==> src/rtl/pixel_packer_if.sv <==
// pixel_packer_if: frame control, pixel input and packed-byte output bundle
interface pixel_packer_if;
   logic        start;
   logic [11:0] size_x;
   logic [11:0] size_y;
   logic        pixel_in;
   logic        pixel_valid;
   logic [7:0]  byte_out;
   logic        byte_valid;
   logic        byte_ready;
   logic        eol;
   logic        eof;
   logic        busy;
   logic        done;
   logic        overflow;
   modport master (
      output start, size_x, size_y, pixel_in, pixel_valid, byte_ready,
      input  byte_out, byte_valid, eol, eof, busy, done, overflow
   );
   modport slave (
      input  start, size_x, size_y, pixel_in, pixel_valid, byte_ready,
      output byte_out, byte_valid, eol, eof, busy, done, overflow
   );
endinterface

==> src/rtl/pixel_packer.sv <==
// pixel_packer: packs 1-bit pixels LSB-first into bytes with line/frame markers through a 4-deep FIFO
module pixel_packer (
   input logic          clk,
   input logic          rst,
   pixel_packer_if.slave bus
);
   typedef enum logic [1:0] {IDLE, COLLECT, DRAIN} state_t;
   state_t      state_q, state_d;
   logic [11:0] sx_q, sy_q, x_q, y_q;
   logic [7:0]  sh_q, sh_nx;
   logic        ovf_q;
   logic [9:0]  mem_q [4];
   logic [1:0]  rd_q, wr_q;
   logic [2:0]  cnt_q;
   logic        accept, px, eol_hit, eof_hit, push, full, empty, pop, wr_en, drop;
   assign accept  = state_q == IDLE && bus.start && bus.size_x != 12'd0 && bus.size_y != 12'd0;
   assign px      = state_q == COLLECT && bus.pixel_valid;
   assign eol_hit = x_q == sx_q - 12'd1;
   assign eof_hit = eol_hit && y_q == sy_q - 12'd1;
   assign sh_nx   = sh_q | (8'(bus.pixel_in) << x_q[2:0]);
   assign push    = px && (x_q[2:0] == 3'd7 || eol_hit);
   assign empty   = cnt_q == 3'd0;
   assign full    = cnt_q == 3'd4;
   assign pop     = !empty && bus.byte_ready;
   assign wr_en   = push && (!full || pop);
   assign drop    = push && full && !pop;
   assign bus.byte_valid = !empty;
   assign bus.overflow   = ovf_q;
   assign {bus.eof, bus.eol, bus.byte_out} = empty ? 10'd0 : mem_q[rd_q];
   // state register
   always_ff @(posedge clk or negedge rst) begin
      if (!rst) state_q <= IDLE;
      else      state_q <= state_d;
   end
   // next state, busy and the end-of-drain done pulse
   always_comb begin
      state_d  = state_q;
      bus.busy = state_q != IDLE;
      bus.done = 1'b0;
      if (accept) state_d = COLLECT;
      if (push && eof_hit) state_d = DRAIN;
      if (state_q == DRAIN && empty) begin
         state_d  = IDLE;
         bus.done = 1'b1;
      end
   end
   // frame geometry, x/y counters, shift byte and sticky overflow
   always_ff @(posedge clk or negedge rst) begin
      if (!rst) begin
         sx_q  <= '0;
         sy_q  <= '0;
         x_q   <= '0;
         y_q   <= '0;
         sh_q  <= '0;
         ovf_q <= 1'b0;
      end else if (accept) begin
         sx_q  <= bus.size_x;
         sy_q  <= bus.size_y;
         x_q   <= '0;
         y_q   <= '0;
         sh_q  <= '0;
         ovf_q <= 1'b0;
      end else if (px) begin
         x_q   <= eol_hit ? 12'd0 : x_q + 12'd1;
         y_q   <= eof_hit ? 12'd0 : (eol_hit ? y_q + 12'd1 : y_q);
         sh_q  <= push ? 8'd0 : sh_nx;
         ovf_q <= ovf_q | drop;
      end
   end
   // FIFO of {eof, eol, byte}; a full push is only taken alongside a pop
   always_ff @(posedge clk or negedge rst) begin
      if (!rst) begin
         for (int i = 0; i < 4; i++) mem_q[i] <= '0;
         rd_q  <= '0;
         wr_q  <= '0;
         cnt_q <= '0;
      end else begin
         if (wr_en) begin
            mem_q[wr_q] <= {eof_hit, eol_hit, sh_nx};
            wr_q        <= wr_q + 2'd1;
         end
         if (pop) rd_q <= rd_q + 2'd1;
         cnt_q <= cnt_q + 3'(wr_en) - 3'(pop);
      end
   end
endmodule

==> src/flat_wrapper.sv <==
// flat-port wrapper written by rule: the top's interface ports become plain ports
module pixel_packer_flat 
  (clk, rst, bus_start, bus_size_x, bus_size_y, bus_pixel_in, bus_pixel_valid, bus_byte_ready, bus_byte_out, bus_byte_valid, bus_eol, bus_eof, bus_busy, bus_done, bus_overflow);
  pixel_packer_if bus_i ();
  input logic clk;
  input logic rst;
  input wire logic [$bits(bus_i.start)-1:0] bus_start;
  input wire logic [$bits(bus_i.size_x)-1:0] bus_size_x;
  input wire logic [$bits(bus_i.size_y)-1:0] bus_size_y;
  input wire logic [$bits(bus_i.pixel_in)-1:0] bus_pixel_in;
  input wire logic [$bits(bus_i.pixel_valid)-1:0] bus_pixel_valid;
  input wire logic [$bits(bus_i.byte_ready)-1:0] bus_byte_ready;
  output wire logic [$bits(bus_i.byte_out)-1:0] bus_byte_out;
  output wire logic [$bits(bus_i.byte_valid)-1:0] bus_byte_valid;
  output wire logic [$bits(bus_i.eol)-1:0] bus_eol;
  output wire logic [$bits(bus_i.eof)-1:0] bus_eof;
  output wire logic [$bits(bus_i.busy)-1:0] bus_busy;
  output wire logic [$bits(bus_i.done)-1:0] bus_done;
  output wire logic [$bits(bus_i.overflow)-1:0] bus_overflow;
  assign bus_i.start = bus_start;
  assign bus_i.size_x = bus_size_x;
  assign bus_i.size_y = bus_size_y;
  assign bus_i.pixel_in = bus_pixel_in;
  assign bus_i.pixel_valid = bus_pixel_valid;
  assign bus_i.byte_ready = bus_byte_ready;
  assign bus_byte_out = bus_i.byte_out;
  assign bus_byte_valid = bus_i.byte_valid;
  assign bus_eol = bus_i.eol;
  assign bus_eof = bus_i.eof;
  assign bus_busy = bus_i.busy;
  assign bus_done = bus_i.done;
  assign bus_overflow = bus_i.overflow;
  pixel_packer u_core (.clk(clk), .rst(rst), .bus(bus_i));
endmodule
==> config.mk <==
export PLATFORM = sky130hd
export DESIGN_NAME = pixel_packer_flat
export DESIGN_NICKNAME = d
export VERILOG_FILES = /design/src/rtl/pixel_packer_if.sv /design/src/rtl/pixel_packer.sv /design/src/flat_wrapper.sv
export SDC_FILE = /design/constraint.sdc
export NUM_CORES = 1
export LEC_CHECK = 0
export CELL_PAD_IN_SITES_DETAIL_PLACEMENT = 0
export CELL_PAD_IN_SITES_GLOBAL_PLACEMENT = 1
export CORE_MARGIN = 5
export CORE_UTILIZATION = 50
export CTS_BUF_LIST = sky130_fd_sc_hd__clkbuf_4 sky130_fd_sc_hd__clkbuf_8
export DETAILED_ROUTE_END_ITERATION = 10
export HOLD_SLACK_MARGIN = 0.12
export PLACE_DENSITY = 0.95
export SYNTH_ARGS = -nofsm -noshare
export SYNTH_HDL_FRONTEND = slang
export SYNTH_SLANG_ARGS = --single-unit
export TNS_END_PERCENT = 30
==> constraint.sdc <==
create_clock -name clk -period 6 [get_ports clk]
set_clock_uncertainty 0.05 [all_clocks]
set_input_delay 1.2 -clock clk [delete_from_list [all_inputs] [get_ports clk]]
set_output_delay 1.2 -clock clk [all_outputs]
set_load 0.01 [all_outputs]
==> results.toml <==
[outcome]
status = "finished clean"

[logic_synthesis]
synthCells = 568
syn_area_sq_mm = 0.00591
synth-async-reset-ratio = 1.00
yosysWarnings = 0
yosys_most_used_dff = "dfrtp_1"
syn_nets = 610
synth_edf_count = 0
yosysSeqAreaShare = 0.449
syn_area_per_cell_sq_um = 10.4
ys_ff_latch = 106
ys_types = 67

[timing]
worst_pin_slew_ns = 0.982
min_period_over_period = 0.623
setup_viol = 0
setup-tns-final_ns = 0
max-slew-margin-rel = 0.343
finalHoldViolCount = 0
rsz0062_at_grt = "no"
setup_slack_ns = 2.26
slew_viol_final = 0
fmax_ghz = 0.267
fin_crit_ns = 3.74

[place]
port_buffers = 43
gp_congestion = 0.794
pre_cts_slack_ns = 2.34
placed_cell_area_sq_mm = 0.00644
hpwl_mm = 9.13

[die]
initial_core_util = 0.513
ios = 44
die_x_um = 119
rows = 39
die_h_um = 119
die_area_sq_mm = 0.0141
core-area_sq_mm = 0.0115

[setup_path]
r2r_start = "u_core.sx_q[0]"
end_kind = "primary output"
cp_max_fo = 14
reg2reg_slack_ns = 2.46
cp.required_ns = 4.75
critPathLaunchType = "flip-flop"
cp-startpoint = "u_core.cnt_q[1]"
crit_arrival_ns = 2.49
criticalPathCategory = "reg -> out"

[global_route]
grt_pass1_vias = 4400
overflow = 0
grt_max_degree = 67
grt_pass1_wl_mm = 21.8
use_met1 = 0.259
grt_use_met2 = 0.296
antenna_found_initial = 0
track_usage = 0.189
grtUsageMet3 = 0.0444
top_usage_layer = "met2"

[routing]
viasPerCell = 5.87
wl_mm = 12.8
drt_first_iter_violations = 291
drc = 0
detailroute.via_count = 4400
drt_first_pass_iters = 4
ant_nets = 0
avgRoutedWirePerCell_um = 17.0

[min_path]
min_path_type = "reg -> reg"
worstHoldStart = "u_core.mem_q[0]"

[final_layout]
multi_input_area_sq_mm = 0.00306
n_fill_cell = 973
design_area_sq_mm = 0.00664
seq_area_sq_mm = 0.00265
num-nets-final = 644
area_growth_pct = 12.5
final_common_cell = "dfrtp_1"
n_antenna_cell = 0
layout-drive-gt1-share = 0.130
mostFrequentLayoutCells = "dfrtp_1 (106), nand2_1 (89), clkdlybuf4s50_1 (42)"

[clock_tree]
cts.repair.resized = 0
cts_buffers = 9
clockBufferDepth = 2
cts_tree = "yes"
cts.sinks = 106
clock_latency_ns = 0.39
ctsHoldBuffers = 0
root_buffer = "clkbuf_8"
path_clk_slew_ns = 0.11
post_cts_buffers = 0
cts_max_level = 3

[power_and_ir_drop]
p_per_area_mw_per_mm2 = 370
leakage_nw = 3.04
peakVddDrop_mv = 0.212

[job]
max_cap_viol_count = 0
==> worst max-delay path, stage by stage, from the launching register on <==
cell and delay (ns):
dfrtp_1 0.45, or3_1 0.61, nor3b_1 0.42, clkdlybuf4s50_1 0.62
==> kinds of logic after synthesis <==
kind of cell	after synthesis	synth area share
compound gates	90	0.111
mux	48	0.111
flops	106	0.449
xor+xnor	39	0.0578
fa+ha+maj	12	0.0267
simple gates	223	0.211
buf+inv	50	0.0337
==> sequential cells by signal, summed over array words and instances, names as in the netlist <==
name and count:
u_core.mem_q 40, u_core.sx_q 12, u_core.sy_q 12, u_core.x_q 12, u_core.y_q 12, u_core.sh_q 8, u_core.cnt_q 3, u_core.rd_q 2
u_core.state_q 2, u_core.wr_q 2, u_core.bus.overflow 1
==> layout make-up <==
cell class / count / area share
clock buffers: 9 / 0.0186
inverters: 27 / 0.0153
flip-flops and latches: 106 / 0.399
repair buffers: 46 / 0.0678
multi-input cells: 412 / 0.460
well taps: 143 / 0.0269
clock inverters: 7 / 0.0121
==> report_power, final <==
| part | internal [mW] | total, mW | switching, mW | leakage, nW |
|---|---|---|---|---|
| Sequential | 0.866 | 1.12 | 0.254 | 1.36 |
| Clock | 0.167 | 0.448 | 0.281 | 0.0998 |
| Combinational | 0.414 | 0.891 | 0.477 | 1.58 |
==> through the flow <==
stage | util | power, mW | hold WS [ns] | std cells
2_1_floorplan | - | 1.77 | 0.402 | 568
3_3_place_gp | 0.559 | 1.97 | 0.411 | 734
3_5_place_dp | 0.559 | 2.02 | 0.424 | 734
4_1_cts | 0.577 | 2.48 | 0.450 | 750
5_1_grt | 0.577 | 2.64 | 0.463 | 750
6_report | 0.577 | 2.46 | 0.448 | 750
==> Yosys cell counts, drive strengths merged, types with 8 or more instances <==
| library cell | number | area, sq um |
|---|---|---|
| nand4 | 14 | 100 |
| dfrtp | 106 | 2650 |
| clkbuf | 19 | 72.6 |
| xnor2 | 22 | 193 |
| mux2 | 38 | 428 |
| mux4 | 10 | 225 |
| ha | 11 | 138 |
| nand3 | 22 | 110 |
| and2 | 11 | 68.8 |
| o221ai | 10 | 87.6 |
| xor2 | 17 | 149 |
| o21ai | 21 | 105 |
| nand2 | 89 | 334 |
| nor3 | 10 | 61.3 |
| a21oi | 14 | 81.3 |
| nor4 | 14 | 118 |
| nor2 | 22 | 148 |
| inv | 27 | 101 |
| a21boi | 8 | 60.1 |
==> metal layers <==
| layer | share of wire | vias to the layer above |
|---|---|---|
| li1 | - | 2099 |
| met1 | 0.46 | 2177 |
| met2 | 0.47 | 102 |
| met3 | 0.050 | 22 |
| met4 | 0.017 | 0 |
| met5 | 0 | - |
==> final timing paths <==
check / to / depth (start not counted)
max in group asynchronous: u_core.sx_q[5] / 2
min in group asynchronous: u_core.sy_q[11] / 1
worst max-delay path: bus_done / 3
worst max register to register: u_core.cnt_q[2] / 13
worst min-delay path: u_core.mem_q[0] / 1
worst min register to register: u_core.mem_q[0] / 1
Note: power is estimated with default switching activity, not from simulation.
